[src/rtl/lfsr_rand_arbiter_if.sv]
// Request/grant and random-value bus for lfsr_rand_arbiter.
// master = requester side, slave = arbiter side.
interface lfsr_rand_arbiter_if #(
   parameter int unsigned N    = 13,
   parameter int unsigned NREQ = 4
);
   localparam int unsigned IDW = $clog2(NREQ);

   logic [NREQ-1:0] req;
   logic            seed_load;
   logic [N-1:0]    seed_val;
   logic [NREQ-1:0] grant;
   logic            rnd_valid;
   logic [N-1:0]    rnd_out;
   logic [IDW-1:0]  rnd_id;
   logic            busy;
   logic            lockup_err;

   modport master (
      output req, seed_load, seed_val,
      input  grant, rnd_valid, rnd_out, rnd_id, busy, lockup_err
   );

   modport slave (
      input  req, seed_load, seed_val,
      output grant, rnd_valid, rnd_out, rnd_id, busy, lockup_err
   );
endinterface

[src/rtl/lfsr_rand_arbiter.sv]
// Round-robin sharing of one N-bit LFSR among NREQ requesters, with reseed and lockup flag.
// Optional LFSR_FREE_RUN_EN: LFSR steps every edge except reseed, not only on grants.
module lfsr_rand_arbiter #(
   parameter int unsigned N    = 13,
   parameter int unsigned NREQ = 4
) (
   input logic                clk,
   input logic                rst,
   lfsr_rand_arbiter_if.slave bus
);
   localparam int unsigned IDW = $clog2(NREQ);

   typedef enum logic [1:0] {IDLE, SERVE, RELOAD} state_t;

   state_t          state, state_nxt;
   logic [N-1:0]    lfsr, lfsr_nxt;
   logic [N-1:0]    rnd_out, rnd_out_nxt;
   logic [IDW-1:0]  rnd_id, rnd_id_nxt;
   logic [IDW-1:0]  ptr, ptr_nxt;
   logic [NREQ-1:0] grant, grant_nxt;
   logic            rnd_valid, rnd_valid_nxt;
   logic            busy, busy_nxt;
   logic            lockup_err, lockup_err_nxt;

   logic [NREQ-1:0] masked;
   logic [IDW-1:0]  idx;
   logic [IDW-1:0]  win;
   logic            found;

   function automatic logic [N-1:0] lfsr_step(input logic [N-1:0] v);
      return {v[N-2:0], v[N-1] ^ v[N-2]};
   endfunction

   // Round-robin search starting just above the last winner; this cycle's grantee is excluded.
   always_comb begin
      masked = bus.req & ~grant;
      found  = 1'b0;
      win    = '0;
      idx    = '0;
      for (int unsigned i = 1; i <= NREQ; i++) begin
         idx = IDW'((32'(ptr) + i) % NREQ);
         if (!found && masked[idx]) begin
            found = 1'b1;
            win   = idx;
         end
      end
   end

   // Next state and next registered outputs; every state follows the same priority rules.
   always_comb begin
      state_nxt      = IDLE;
      grant_nxt      = '0;
      rnd_valid_nxt  = 1'b0;
      busy_nxt       = 1'b0;
      rnd_out_nxt    = rnd_out;
      rnd_id_nxt     = rnd_id;
      ptr_nxt        = ptr;
      lockup_err_nxt = lockup_err;
`ifdef LFSR_FREE_RUN_EN
      lfsr_nxt       = lfsr_step(lfsr);
`else
      lfsr_nxt       = lfsr;
`endif
      if (bus.seed_load) begin
         state_nxt = RELOAD;
         busy_nxt  = 1'b1;
         if (bus.seed_val == '0) begin
            lfsr_nxt       = '1;
            lockup_err_nxt = 1'b1;
         end else begin
            lfsr_nxt = bus.seed_val;
         end
      end else if (found) begin
         state_nxt     = SERVE;
         grant_nxt     = NREQ'(1) << win;
         rnd_valid_nxt = 1'b1;
         rnd_id_nxt    = win;
         rnd_out_nxt   = lfsr;
         lfsr_nxt      = lfsr_step(lfsr);
         ptr_nxt       = win;
      end
   end

   always_ff @(posedge clk) begin
      if (rst) begin
         state      <= IDLE;
         lfsr       <= '1;
         grant      <= '0;
         rnd_valid  <= 1'b0;
         rnd_out    <= '0;
         rnd_id     <= '0;
         busy       <= 1'b0;
         lockup_err <= 1'b0;
         ptr        <= IDW'(NREQ - 1);
      end else begin
         state      <= state_nxt;
         lfsr       <= lfsr_nxt;
         grant      <= grant_nxt;
         rnd_valid  <= rnd_valid_nxt;
         rnd_out    <= rnd_out_nxt;
         rnd_id     <= rnd_id_nxt;
         busy       <= busy_nxt;
         lockup_err <= lockup_err_nxt;
         ptr        <= ptr_nxt;
      end
   end

   assign bus.grant      = grant;
   assign bus.rnd_valid  = rnd_valid;
   assign bus.rnd_out    = rnd_out;
   assign bus.rnd_id     = rnd_id;
   assign bus.busy       = busy;
   assign bus.lockup_err = lockup_err;
endmodule

[src/flat_wrapper.sv]
// flat-port wrapper written by rule: the top's interface ports become plain ports
module lfsr_rand_arbiter_flat 
#(
   parameter int unsigned N    = 13,
   parameter int unsigned NREQ = 4
)
  (clk, rst, bus_req, bus_seed_load, bus_seed_val, bus_grant, bus_rnd_valid, bus_rnd_out, bus_rnd_id, bus_busy, bus_lockup_err);
  lfsr_rand_arbiter_if #(.N(N), .NREQ(NREQ)) bus_i ();
  input logic clk;
  input logic rst;
  input wire logic [$bits(bus_i.req)-1:0] bus_req;
  input wire logic [$bits(bus_i.seed_load)-1:0] bus_seed_load;
  input wire logic [$bits(bus_i.seed_val)-1:0] bus_seed_val;
  output wire logic [$bits(bus_i.grant)-1:0] bus_grant;
  output wire logic [$bits(bus_i.rnd_valid)-1:0] bus_rnd_valid;
  output wire logic [$bits(bus_i.rnd_out)-1:0] bus_rnd_out;
  output wire logic [$bits(bus_i.rnd_id)-1:0] bus_rnd_id;
  output wire logic [$bits(bus_i.busy)-1:0] bus_busy;
  output wire logic [$bits(bus_i.lockup_err)-1:0] bus_lockup_err;
  assign bus_i.req = bus_req;
  assign bus_i.seed_load = bus_seed_load;
  assign bus_i.seed_val = bus_seed_val;
  assign bus_grant = bus_i.grant;
  assign bus_rnd_valid = bus_i.rnd_valid;
  assign bus_rnd_out = bus_i.rnd_out;
  assign bus_rnd_id = bus_i.rnd_id;
  assign bus_busy = bus_i.busy;
  assign bus_lockup_err = bus_i.lockup_err;
  lfsr_rand_arbiter #(.N(N), .NREQ(NREQ)) u_core (.clk(clk), .rst(rst), .bus(bus_i));
endmodule
[config.mk]
export PLATFORM = sky130hd
export DESIGN_NAME = lfsr_rand_arbiter_flat
export DESIGN_NICKNAME = d
export VERILOG_FILES = /design/src/rtl/lfsr_rand_arbiter_if.sv /design/src/rtl/lfsr_rand_arbiter.sv /design/src/flat_wrapper.sv
export SDC_FILE = /design/constraint.sdc
export NUM_CORES = 1
export LEC_CHECK = 0
export ABC_AREA = 1
export ABC_CLOCK_PERIOD_IN_PS = 1950
export BUFFER_PORTS_ARGS = -buffer_cell sky130_fd_sc_hd__buf_4
export CORE_MARGIN = 3
export CORE_UTILIZATION = 52
export DETAILED_ROUTE_END_ITERATION = 10
export PLACE_DENSITY = 0.78
export SLEW_MARGIN = 5
export SYNTH_ARGS = -nofsm -noshare
export SYNTH_HDL_FRONTEND = slang
export SYNTH_SLANG_ARGS = --single-unit
[constraint.sdc]
create_clock -name clk -period 1.95 [get_ports clk]
set_clock_uncertainty 0.05 [all_clocks]
set_input_delay 0.39 -clock clk [delete_from_list [all_inputs] [get_ports clk]]
set_output_delay 0.39 -clock clk [all_outputs]
set_load 0.05 [all_outputs]
==> reports/results.txt, run 1 <==
On the final layout, the worst hold slack is 0.228 ns. The worst setup path is captured at a flip-flop. The worst-case IR drop observed on VDD is 0.808 mV. The flow ran to the end, and the final reports show no timing, DRC or antenna violations.

Yosys printed 0 warnings. The run gives 0 as the number of antenna violations at the first check in global routing. The number of antenna diodes in the final layout is 0. TritonCTS built the clock tree. Number of slew-limit violations in the final report: 0.

Once the clock tree was built, the setup fixing pass inserted 0 buffers. The logs give 0 for the number of hold violations in the final report and 0.944 nW for the leakage power summed over all cells. For this block, the initial DRC count from the detailed router was 93.

Clock tree root buffer cell: sky130_fd_sc_hd__clkbuf_4. In the routed design, unresolved DRC markers number 0. The logs give 0.712 for the fraction of the core area covered by cells at the end of the flow and 37 for the number of sinks driven by the clock tree. The total power per unit cell area is 1620 nW/um2, and the pin count of the biggest net entering global routing is 21.

The area growth from synthesis to layout is 23.6%. The tool flagged a number of max-cap violations equal to 0. Row generation in the floorplan step produced 19 rows. Setup violations remaining at the end of the flow were counted as 0.

Setup repair after global routing left no endpoint under its margin. The number of nets produced by synthesis came out at 236. In the routed layout, each cell is associated on average with a via count of 5.30. The clock-pin slew of the registers on the worst-case setup and hold paths works out to 0.11 ns. Counting along the longest clock path gives a buffer depth of 2. The starting utilization of the core area is 0.576.

At the pin with the least slew margin, the transition time is 0.355 ns. Of all nets on the critical path, the largest fanout is 16. The post-layout instance count excluding filler cells was 299; the vias after detailed routing was 1,585. The first global-routing pass estimated 6.39 mm of wire.

Based on the critical path, the design can be clocked at up to 563 MHz. The remaining antenna violation count after routing came out at 0. The worst setup path is launched from a flip-flop. The global placement routability congestion came out at 0.991.

Layout cell share with drive strength beyond 1: 0.315. The synthesized area per cell is 7.73 um2, and the total half-perimeter wirelength after legalization and detailed placement is 2.71 mm. The count of cell types in the netlist came out at 27. CTS H-tree depth: 2. The portion of the clock cycle consumed by the worst path in the final layout was 0.911. Pin placement for this block handled 42 I/O pins.

The cell count after placement was 291; the per-cell routed wire length was 12.2 um. The count of buffers from port buffering is 41. The cell area that synthesis handed to floorplanning was 1670 um2.

The synthesized design contains 37 register bits. The worst setup path is of the reg2reg kind. Data arrives at the worst endpoint at 1.97 ns. The first TritonRoute pass finished after 4 iterations. After floorplanning, the core was sized to cover 2900 um2.

Post-layout net count: 276. For the worst slew margin relative to its limit, the log shows 0.761. The via count of the first global-routing pass is 1,430.

After detailed routing, the total wire length is 3.66 mm. TritonCTS created 5 clock buffers. The clock reaches the later pin of the worst-skew pair after 0.34 ns. Measured along the x axis, the die boundary spans 62.7 um. The logs give 0.443 for the sequential area share after synthesis and 0.201 for the combined global-route utilization of all metal layers.

The total overflow left after global routing is 0. The die covers 3930 um2. Adding up every negative setup slack in the final design gives 0 ns.

The floorplan die height was 62.7 um. For the worst setup path, the data required time is 2.14 ns. The cell count after synthesis came out at 216. Counting I/O delays and the setup requirement, the final critical path takes 1.78 ns.

The worst hold path belongs to the class in2reg.
[flip-flops by register name (all words and copies together) (netlist names)]
register / count
u_core.bus.rnd_valid: 1
u_core.bus.busy: 1
u_core.bus.rnd_out: 13
u_core.bus.grant: 4
u_core.bus.rnd_id: 2
u_core.lfsr: 13
u_core.bus.lockup_err: 1
u_core.ptr: 2
[final cells by class]
cell class	count	area, um2
Clock buffer	6	51.3
Clock inverter	2	37.5
Fill cell	264	836
Inverter	12	52.6
Multi-Input combinational cell	157	805
Sequential cell	37	743
Tap cell	42	52.6
Timing Repair Buffer	43	323
[critical path, cell delays in order, from the launching register on]
cell and delay (ns):
sky130_fd_sc_hd__dfxtp_2 0.45, sky130_fd_sc_hd__nand3_1 0.13, sky130_fd_sc_hd__nand3_1 0.11, sky130_fd_sc_hd__nand2_1 0.10
sky130_fd_sc_hd__inv_2 0.10, sky130_fd_sc_hd__nor2_4 0.05, sky130_fd_sc_hd__nand3b_4 0.12, sky130_fd_sc_hd__nand2_8 0.09
sky130_fd_sc_hd__inv_6 0.15, sky130_fd_sc_hd__nand2_1 0.10, sky130_fd_sc_hd__nor2_1 0.15, sky130_fd_sc_hd__nor2_1 0.07
[cell families after synthesis]
logic type                after synthesis  share of synthesized area
xor gates and xnor gates                1                    0.00524
buffers and inverters                  22                     0.0749
AOI/OAI and AO/OA                      33                      0.102
and+or+nand+nor                       123                      0.375
DFF                                    37                      0.443
[synthesized netlist by cell type]
cell type | n | area, um2
sky130_fd_sc_hd__nor2_1 | 11 | 41.3
sky130_fd_sc_hd__nand3_2 | 4 | 40.0
sky130_fd_sc_hd__buf_1 | 1 | 3.75
sky130_fd_sc_hd__o211ai_1 | 1 | 7.51
sky130_fd_sc_hd__nand4_1 | 4 | 25.0
sky130_fd_sc_hd__nand2_1 | 56 | 210
sky130_fd_sc_hd__dfxtp_1 | 37 | 741
sky130_fd_sc_hd__inv_2 | 2 | 7.51
sky130_fd_sc_hd__clkbuf_1 | 4 | 15.0
sky130_fd_sc_hd__nor3_1 | 1 | 5.00
sky130_fd_sc_hd__inv_1 | 8 | 30.0
sky130_fd_sc_hd__nor3_2 | 1 | 10.0
sky130_fd_sc_hd__nor2_4 | 2 | 22.5
sky130_fd_sc_hd__nor4_1 | 2 | 12.5
sky130_fd_sc_hd__nand3_1 | 25 | 125
sky130_fd_sc_hd__inv_4 | 2 | 12.5
sky130_fd_sc_hd__buf_4 | 1 | 7.51
sky130_fd_sc_hd__o21a_1 | 1 | 7.51
sky130_fd_sc_hd__a21oi_1 | 27 | 135
sky130_fd_sc_hd__nand2_2 | 15 | 93.8
sky130_fd_sc_hd__o21ai_0 | 3 | 15.0
sky130_fd_sc_hd__buf_6 | 3 | 33.8
sky130_fd_sc_hd__nand2_8 | 1 | 20.0
sky130_fd_sc_hd__xnor2_1 | 1 | 8.76
sky130_fd_sc_hd__buf_8 | 1 | 15.0
sky130_fd_sc_hd__nand3b_4 | 1 | 20.0
sky130_fd_sc_hd__o21ai_1 | 1 | 5.00
[metrics by stage]
| step | area [um2] | power (mW) | setup WS, ns |
|---|---|---|---|
| 6_report | 2060 | 3.35 | 0.173 |
| 5_1_grt | 2060 | 3.58 | 0.00667 |
| 2_1_floorplan | 1670 | 2.44 | 0.0289 |
| 4_1_cts | 2060 | 3.36 | 0.0435 |
| 3_5_place_dp | 1970 | 2.79 | 0.0697 |
| 3_3_place_gp | 1970 | 2.78 | 0.135 |
[power breakdown]
part	leakage (nW)	total, mW	switching (mW)	internal, mW
clock	0.0445	0.557	0.252	0.305
combinational	0.593	1.68	1.16	0.516
sequential	0.306	1.11	0.149	0.963
total	0.944	3.35	1.56	1.78
[cells in the final DEF, fill, tap and decap left out, types with 2 or more instances in the layout]
| master | netlist | routed |
|---|---|---|
| sky130_fd_sc_hd__nand2_1 | 56 | 56 |
| sky130_fd_sc_hd__nand4_1 | 4 | 4 |
| sky130_fd_sc_hd__dfxtp_1 | 37 | 35 |
| sky130_fd_sc_hd__nor2_4 | 2 | 2 |
| sky130_fd_sc_hd__dfxtp_2 | 0 | 2 |
| sky130_fd_sc_hd__nand3_1 | 25 | 25 |
| sky130_fd_sc_hd__o21ai_0 | 3 | 3 |
| sky130_fd_sc_hd__clkbuf_4 | 0 | 5 |
| sky130_fd_sc_hd__nor4_1 | 2 | 2 |
| sky130_fd_sc_hd__buf_4 | 1 | 43 |
| sky130_fd_sc_hd__a21oi_1 | 27 | 27 |
| sky130_fd_sc_hd__nand3_2 | 4 | 4 |
| sky130_fd_sc_hd__inv_2 | 2 | 2 |
| sky130_fd_sc_hd__nor2_1 | 11 | 11 |
| sky130_fd_sc_hd__nand2_2 | 15 | 15 |
| sky130_fd_sc_hd__inv_1 | 8 | 8 |
[worst paths after layout]
kind / start / to / slack (ns) / cells past startpoint
max: u_core.ptr[0] / u_core.ptr[1] / 0.17 / 11
min: bus_seed_val[8] / u_core.lfsr[8] / 0.23 / 3
max reg2reg: u_core.ptr[0] / u_core.ptr[1] / 0.17 / 11
min reg2reg: u_core.bus.rnd_out[2] / u_core.bus.rnd_out[2] / 0.42 / 2
[metal layers]
metal | track usage | vias to the layer above | part of all wire
met5 | 0 | - | 0
met4 | 0.0771 | 0 | 0.030
met3 | 0.0576 | 11 | 0.069
met2 | 0.306 | 61 | 0.45
met1 | 0.267 | 717 | 0.45
li1 | - | 796 | -
[repair_timing]
item,in CTS,in global routing
endpoints found under the setup margin,1,20
gates cloned,0,0
resized for setup,1,2
hold buffers,0,0
(Power assumes the default switching activity.)
==> inputs of run 2 (changes only) <==
Settings changed: CTS_BUF_LIST set to sky130_fd_sc_hd__clkbuf_8.
==> run 2 against run 1 <==
Critical path depth did not move. Combinational power barely moved. Critical path type unchanged. Non-clock buffer count did not move. Largest cell class unchanged.
==> reports/results.txt, run 2 (synthesis results as in run 1) <==
The cell depth of the worst flop-to-flop path came out at 11 (unchanged). The combined global-route utilization of all metal layers was 0.215 (+0.0140); the clock-pin slew of the registers on the worst-case setup and hold paths was 0.07 ns (-0.04 ns). For the count of antenna diodes in the layout, the log shows 0 (unchanged). The quantity of hold-fixing buffers added after cts is 0 (unchanged). The starting utilization of the core area was 0.576 (unchanged). The per-cell routed wire length works out to 13.0 um (+6.5%). The post-layout net count was 276 (unchanged).

The run gives 0.957 nW (+1.4%) as the leakage power summed over all cells. The post-route setup TNS is 0 ns (unchanged). The iteration-0 DRC count of the detailed router was 104 (+12%); the count of buffers from port buffering was 41 (unchanged).

The number of slew-limit violations in the final report was 0 (unchanged). The count of TritonRoute iterations in the first routing pass was 4 (unchanged); the transition time at the pin with the least slew margin was 0.383 ns (+0.0276 ns). The CTS buffer count is 5 (unchanged), and the die boundary width is 62.7 um (unchanged).

Leaving out fill and tap cells, the most frequent cell in the layout is sky130_fd_sc_hd__nand2_1. The cell sitting at the root of the clock tree is a sky130_fd_sc_hd__clkbuf_8. Global-route congestion overflow total: 0 (unchanged).

The endpoint arrival time on the critical path is 1.92 ns (-0.05 ns), and the layout overhead on the synthesized area is 25.5%. The via density per instance is 5.25 (-0.88%). The number of sinks driven by the clock tree came out at 37 (unchanged). The floorplan die height is 62.7 um (unchanged). The path class of the tightest hold or removal check is in2reg. The tools report the count of final setup violators as 0 (unchanged). Layout cell share with drive strength beyond 1: 0.315 (unchanged).

For the reported max-cap violation count, the log shows 0 (unchanged). The logs give 557 MHz (-0.95%) for the highest achievable clock rate and 19 (unchanged) for the standard-cell row count. In this run the critical register-to-register path is launched from u_core.ptr[0].

The flop-to-flop setup slack was 0.16 ns (-0.02 ns). Destination of the worst register-to-register timing path: u_core.ptr[1]. The pin count of the biggest net entering global routing came out at 21 (unchanged). The portion of the clock cycle consumed by the worst path in the final layout is 0.920 (+0.00870), and the CTS H-tree depth is 2 (unchanged). The vias after detailed routing is 1,571 (-0.88%). The time the worst path needs with I/O delays and setup is 1.79 ns (+0.0170 ns).

The run gives 0.991 (unchanged) as the global placement routability congestion. Worst slew margin relative to its limit: 0.742 (-0.0186). The number of hold violations in the final report was 0 (unchanged). The tools report the worst min-delay path endpoint as u_core.lfsr[8]. The clock latency of the later-clocked register in the worst-skew pair is 0.29 ns (-0.05 ns).

The worst path setup slack after routing came out at 0.156 ns (-0.0170 ns). In the layout the commonest cells are sky130_fd_sc_hd__nand2_1, sky130_fd_sc_hd__buf_4, sky130_fd_sc_hd__dfxtp_1. The critical path in this run is classified as reg2reg. Setup repair after global routing left no endpoint under its margin.

The tools report the DRC violation count after routing as 0 (unchanged). The total die area was 3930 um2 (unchanged); the remaining antenna violation count after routing was 0 (unchanged). The maximum resistive drop on vdd was 1.06 mV (+31%).

The tools report the post-cts repair resize count as 1 (unchanged). For the buffer count from post-CTS setup fixing, the log shows 0 (unchanged). The run gives 2.71 mm (unchanged) as the total half-perimeter wirelength after legalization and detailed placement. The worst hold path startpoint was bus_seed_val[8]. The total wire length was 3.90 mm (+6.5%). For the area taken by flip-flops and latches, the log shows 743 um2 (unchanged). The area of combinational cells with multiple inputs came out at 805 um2 (unchanged). Kind of start point of the critical path: a flip-flop. The cell depth of the worst hold path came out at 3 (unchanged).

TritonCTS built the clock tree. The minimum setup slack after placement is 0.0697 ns (unchanged), and the post-route worst hold slack is 0.287 ns (+0.0586 ns). The run gives 0 (unchanged) as the number of antenna violations at the first check in global routing. The tools report the area of the core as 2900 um2 (unchanged). The tools report the number of ports placed on the die boundary as 42 (unchanged).

STA classifies the critical path endpoint as a flip-flop. The maximum number of buffers from clock root to sink was 2 (unchanged); the total power per unit cell area was 1660 nW/um2 (+2.7%). The cell area after placement is 1970 um2 (unchanged). The tools report the number of fillers in the final layout as 265 (+0.38%). The run gives 1,481 (+3.6%) as the via count of the first global-routing pass. The largest registers in the layout are u_core.bus.rnd_out (13), u_core.lfsr (13), u_core.bus.grant (4). The run finished with clean final reports. The highest fanout seen on the critical path came out at 16 (unchanged). The design area was 2100 um2 (+1.5%); the first-pass GRT wire length was 6.73 mm (+5.4%). Required time at the endpoint of the critical path: 2.08 ns (-0.06 ns).
## run 2: changes by cell type in the layout (fill, tap and decap cells not counted)
cell	before	now
sky130_fd_sc_hd__clkbuf_4	5	0
sky130_fd_sc_hd__clkbuf_8	1	6
## run 2: worst max path at each step
stage | to | from | slack (ns) | cells after the start
3_3_place_gp | u_core.ptr[1] | u_core.ptr[0] | 0.13 | 11
6_report | u_core.ptr[1] | u_core.ptr[0] | 0.16 | 11
3_5_place_dp | u_core.ptr[1] | u_core.ptr[0] | 0.07 | 11
2_1_floorplan | u_core.ptr[1] | u_core.bus.grant[2] | 0.03 | 12
5_1_grt | u_core.ptr[1] | u_core.ptr[0] | 0.01 | 11
4_1_cts | u_core.ptr[1] | u_core.ptr[1] | 0.04 | 11
## run 2: per-layer routing
| layer | part of all wire | global-route usage | vias up |
|---|---|---|---|
| li1 | - | - | 792 |
| met1 | 0.44 | 0.272 | 715 |
| met2 | 0.47 | 0.342 | 54 |
| met3 | 0.059 | 0.0594 | 10 |
| met4 | 0.023 | 0.0909 | 0 |
| met5 | 0 | 0 | - |
## run 2: final cells by class
cell class                      count  area share
Tap cell                           42      0.0251
Inverter                           12      0.0251
Sequential cell                    37       0.355
Clock buffer                        6      0.0394
Multi-Input combinational cell    157       0.384
Clock inverter                      2      0.0179
Timing Repair Buffer               43       0.154
## run 2: metrics by stage
stage / total power, mW / utilization / instances
floorplan: 2.44 / - / 216
global placement: 2.78 / 0.679 / 291
detailed placement: 2.79 / 0.679 / 291
CTS: 3.49 / 0.721 / 299
global route: 3.71 / 0.723 / 299
finish: 3.49 / 0.723 / 299
## run 2: power breakdown
part	total (mW)	internal [mW]	switching (mW)	leakage, nW
clock	0.688	0.416	0.272	0.0574
sequential	1.11	0.964	0.150	0.306
combinational	1.69	0.516	1.17	0.593
## run 2: critical path: stages, from the launching register on
cell and delay [ns]:
sky130_fd_sc_hd__dfxtp_2 0.44, sky130_fd_sc_hd__nand3_1 0.17, sky130_fd_sc_hd__nand2_2 0.12, sky130_fd_sc_hd__nand2_2 0.06
sky130_fd_sc_hd__nand2_2 0.08, sky130_fd_sc_hd__nor2_4 0.05, sky130_fd_sc_hd__nand3b_4 0.12, sky130_fd_sc_hd__nand2_8 0.09
sky130_fd_sc_hd__inv_6 0.16, sky130_fd_sc_hd__nand2_1 0.10, sky130_fd_sc_hd__nor2_1 0.16, sky130_fd_sc_hd__nor2_1 0.08
==> inputs of run 3 (changes only) <==
Settings changed: CORE_MARGIN 3 to 4, CORE_UTILIZATION 52 to 54, PLACE_DENSITY 0.78 to 0.81.
==> run 3 against run 2 <==
Clock-buffer cell count increased by 1. Combinational power about the same. Clock power is 16% lower. Hold slack better by 0.0017 ns. First-iteration DRC count down 7.7%. Power is 3.1% lower. Fmax increased by 1.1%. Core utilization is 0.064 points higher. Via count fell by 1.2%. Sequential power barely moved. Wire length fell by 1.6%. Critical path type unchanged. Critical endpoint is now u_core.bus.rnd_out[3]. Highest routed layer unchanged.
==> reports/results.txt, run 3 (synthesis results as in run 1) <==
Minimum setup slack after placement: 0.0607 ns (-0.00901 ns). The tools report the worst min-delay path endpoint as u_core.lfsr[9]. The combinational group share of total power is 0.499 (+0.016), and the number of ports placed on the die boundary is 42 (unchanged).

The tools report the type of element capturing the critical path as a flip-flop. Overall power: 3.38 mW (-3.1%). Class of the most critical hold timing path: in2reg.

The transition time at the pin with the least slew margin came out at 0.355 ns (-0.0283 ns). The logs give 0.962 mV (-8.9%) for the maximum resistive drop on vdd and 1960 um2 (-0.70%) for the cell area after placement. The area of the core was 2850 um2 (-1.6%). The flow ran to the end, and the final reports show no timing, DRC or antenna violations.

The clock latency of the later-clocked register in the worst-skew pair is 0.28 ns (about the same). Number of hold violations in the final report: 0 (unchanged). In this run the critical register-to-register path is captured at u_core.bus.rnd_out[3]. Layer with the highest usage: met2. The count of buffers from port buffering was 41 (unchanged); the highest achievable clock rate was 564 MHz (+1.1%). The flop-to-flop setup slack is 0.18 ns (+0.02 ns), and the clock power share is 0.171 (-0.026). The time the worst path needs with I/O delays and setup was 1.77 ns (-0.0196 ns); the layout overhead on the synthesized area was 23.5%.

The per-cell routed wire length was 13.3 um (+2.2%); the reported max-cap violation count was 0 (unchanged). The cell count after placement came out at 280 (-3.8%). The count of final setup violators was 0 (unchanged). Leaving out fill and tap cells, the most frequent cell in the layout is sky130_fd_sc_hd__nand2_1. The tools report the DRC violation count after routing as 0 (unchanged). The global routing usage on met2 is 0.351 (+0.00851), and the total wire length is 3.83 mm (-1.6%).

The vias after detailed routing was 1,552 (-1.2%); the area taken by flip-flops and latches was 743 um2 (unchanged). The worst slew margin relative to its limit was 0.763 (+0.0207). The run gives 0 (unchanged) as the number of antenna violations at the first check in global routing. The worst register-to-register path begins at u_core.ptr[0]. For the number of fillers in the final layout, the log shows 250 (-5.7%). The number of sinks driven by the clock tree was 37 (unchanged); the post-layout net count was 276 (unchanged). For the iteration-0 DRC count of the detailed router, the log shows 96 (-7.7%).

The highest fanout seen on the critical path came out at 11 (-5). The worst setup path is of the reg2reg kind. The die boundary width is 63.6 um (+1.5%). The tools report the remaining antenna violation count after routing as 0 (unchanged). The run gives 0.175 ns (+0.0196 ns) as the worst path setup slack after routing. Pin count of the biggest net entering global routing: 21 (unchanged). The clock tree root buffer cell was sky130_fd_sc_hd__clkbuf_8. The internal cell power came out at 1.80 mW (-5.1%). The portion of the clock cycle consumed by the worst path in the final layout is 0.910 (-0.0101). The leakage power summed over all cells was 0.954 nW (-0.33%). The total die area was 4050 um2 (+3.0%); the number of slew-limit violations in the final report was 0 (unchanged). The design area was 2060 um2 (-1.6%); the via density per instance was 5.39 (+2.6%). The CTS H-tree depth came out at 2 (unchanged). Post-layout instance count excluding filler cells: 288 (-3.7%).

For the global placement routability congestion, the log shows 1.10 (+11%). The floorplan die height was 63.6 um (+1.5%). The cell depth of the worst flop-to-flop path came out at 11 (unchanged). The worst setup path is launched from a flip-flop.

Combined global-route utilization of all metal layers: 0.207 (-0.00814). The area of combinational cells with multiple inputs is 805 um2 (unchanged), and the standard-cell row count is 19 (unchanged). The cell depth of the worst hold path works out to 3 (unchanged).

In the layout the commonest cells are sky130_fd_sc_hd__nand2_1, sky130_fd_sc_hd__buf_4, sky130_fd_sc_hd__dfxtp_1. The CTS buffer count was 5 (unchanged). The starting utilization of the core area came out at 0.586 (+0.00960).

The largest registers in the layout are u_core.bus.rnd_out (13), u_core.lfsr (13), u_core.bus.grant (4). Setup repair after global routing left no endpoint under its margin. The total half-perimeter wirelength after legalization and detailed placement came out at 2.86 mm (+5.2%). The run gives 0 (unchanged) as the global-route congestion overflow total.

The switching power of the nets came out at 1.58 mW (-0.82%). The run gives 0 (unchanged) as the count of antenna diodes in the layout. The run gives 6.62 mm (-1.7%) as the first-pass GRT wire length. The endpoint arrival time on the critical path came out at 1.94 ns (+0.02 ns).

The worst hold path startpoint was bus_seed_val[9]. The met1 capacity usage during global routing came out at 0.243 (-0.0285). The layout cell share with drive strength beyond 1 came out at 0.315 (unchanged). The clock-pin slew of the registers on the worst-case setup and hold paths was 0.07 ns (about the same). TritonCTS built the clock tree. The via count of the first global-routing pass came out at 1,501 (+1.4%).

The tools report the count of TritonRoute iterations in the first routing pass as 4 (unchanged). The total power per unit cell area came out at 1640 nW/um2 (-1.6%). For the post-route setup TNS, the log shows 0 ns (unchanged). The switching fraction of total power is 0.467 (+0.0109), and the power share of the sequential group is 0.330 (+0.010). The logs give 0.0604 (+0.00104) for the met3 track demand over resource in global routing and 2.11 ns (+0.03 ns) for the required time at the endpoint of the critical path. The maximum number of buffers from clock root to sink is 2 (unchanged).
## run 3: cell types whose count changed in the layout (fill, tap and decap cells not counted)
cell	change
sky130_fd_sc_hd__bufinv_16	-1
sky130_fd_sc_hd__clkbuf_8	+1
sky130_fd_sc_hd__clkinv_2	+1
sky130_fd_sc_hd__clkinvlp_4	-1
## run 3: timing repair
action | CTS | global route
endpoints found under the hold margin | 0 | 0
buffers inserted | 0 | 0
endpoints found under the setup margin | 0 | 32
hold buffers | 0 | 0
gates resized for setup | 0 | 3
## run 3: worst max-delay path: stages (launching register included)
cell	delay (ns)
sky130_fd_sc_hd__dfxtp_2	0.44
sky130_fd_sc_hd__inv_4	0.09
sky130_fd_sc_hd__nand2_1	0.10
sky130_fd_sc_hd__nand2_2	0.06
sky130_fd_sc_hd__nand2_1	0.09
sky130_fd_sc_hd__nand2_2	0.06
sky130_fd_sc_hd__nor2_4	0.15
sky130_fd_sc_hd__nand3b_4	0.14
sky130_fd_sc_hd__nand2_8	0.13
sky130_fd_sc_hd__buf_4	0.18
sky130_fd_sc_hd__nand2_1	0.06
sky130_fd_sc_hd__a21oi_1	0.15
## run 3: worst max-delay path by stage
stage / from / to / slack, ns / cells after the start
4_1_cts: u_core.ptr[0] / u_core.ptr[1] / 0.02 / 11
2_1_floorplan: u_core.bus.grant[2] / u_core.ptr[1] / 0.03 / 12
5_1_grt: u_core.ptr[0] / u_core.bus.rnd_out[3] / 0.02 / 11
3_5_place_dp: u_core.ptr[0] / u_core.ptr[1] / 0.06 / 11
3_3_place_gp: u_core.ptr[0] / u_core.bus.rnd_out[4] / 0.13 / 11
6_report: u_core.ptr[0] / u_core.bus.rnd_out[3] / 0.18 / 11
## run 3: layout make-up
type,instances,area share
flip-flops and latches,37,0.360
well taps,31,0.0188
inverters,12,0.0255
clock buffers,7,0.0467
multi-input cells,157,0.390
clock inverters,1,0.00243
repair buffers,43,0.156
## run 3: power by group through the flow
stage	Sequential (mW)	Clock, mW	Combinational, mW
2_1_floorplan	1.50	0	0.944
3_3_place_gp	1.12	0	1.66
3_5_place_dp	1.12	0	1.68
4_1_cts	1.11	0.582	1.69
5_1_grt	1.15	0.614	1.85
6_report	1.11	0.577	1.69
## run 3: per-stage QoR
stage	hold slack, ns	utilization
finish	0.289	0.723
global route	0.293	0.723
CTS	0.282	0.721
detailed placement	0.395	0.686
global placement	0.391	0.686
floorplan	0.392	-
## run 3: layer usage
| layer | part of all wire | wire length (um) |
|---|---|---|
| met1 | 0.44 | 1680 |
| met2 | 0.49 | 1870 |
| met3 | 0.056 | 215 |
| met4 | 0.019 | 71 |
| met5 | 0 | 0 |
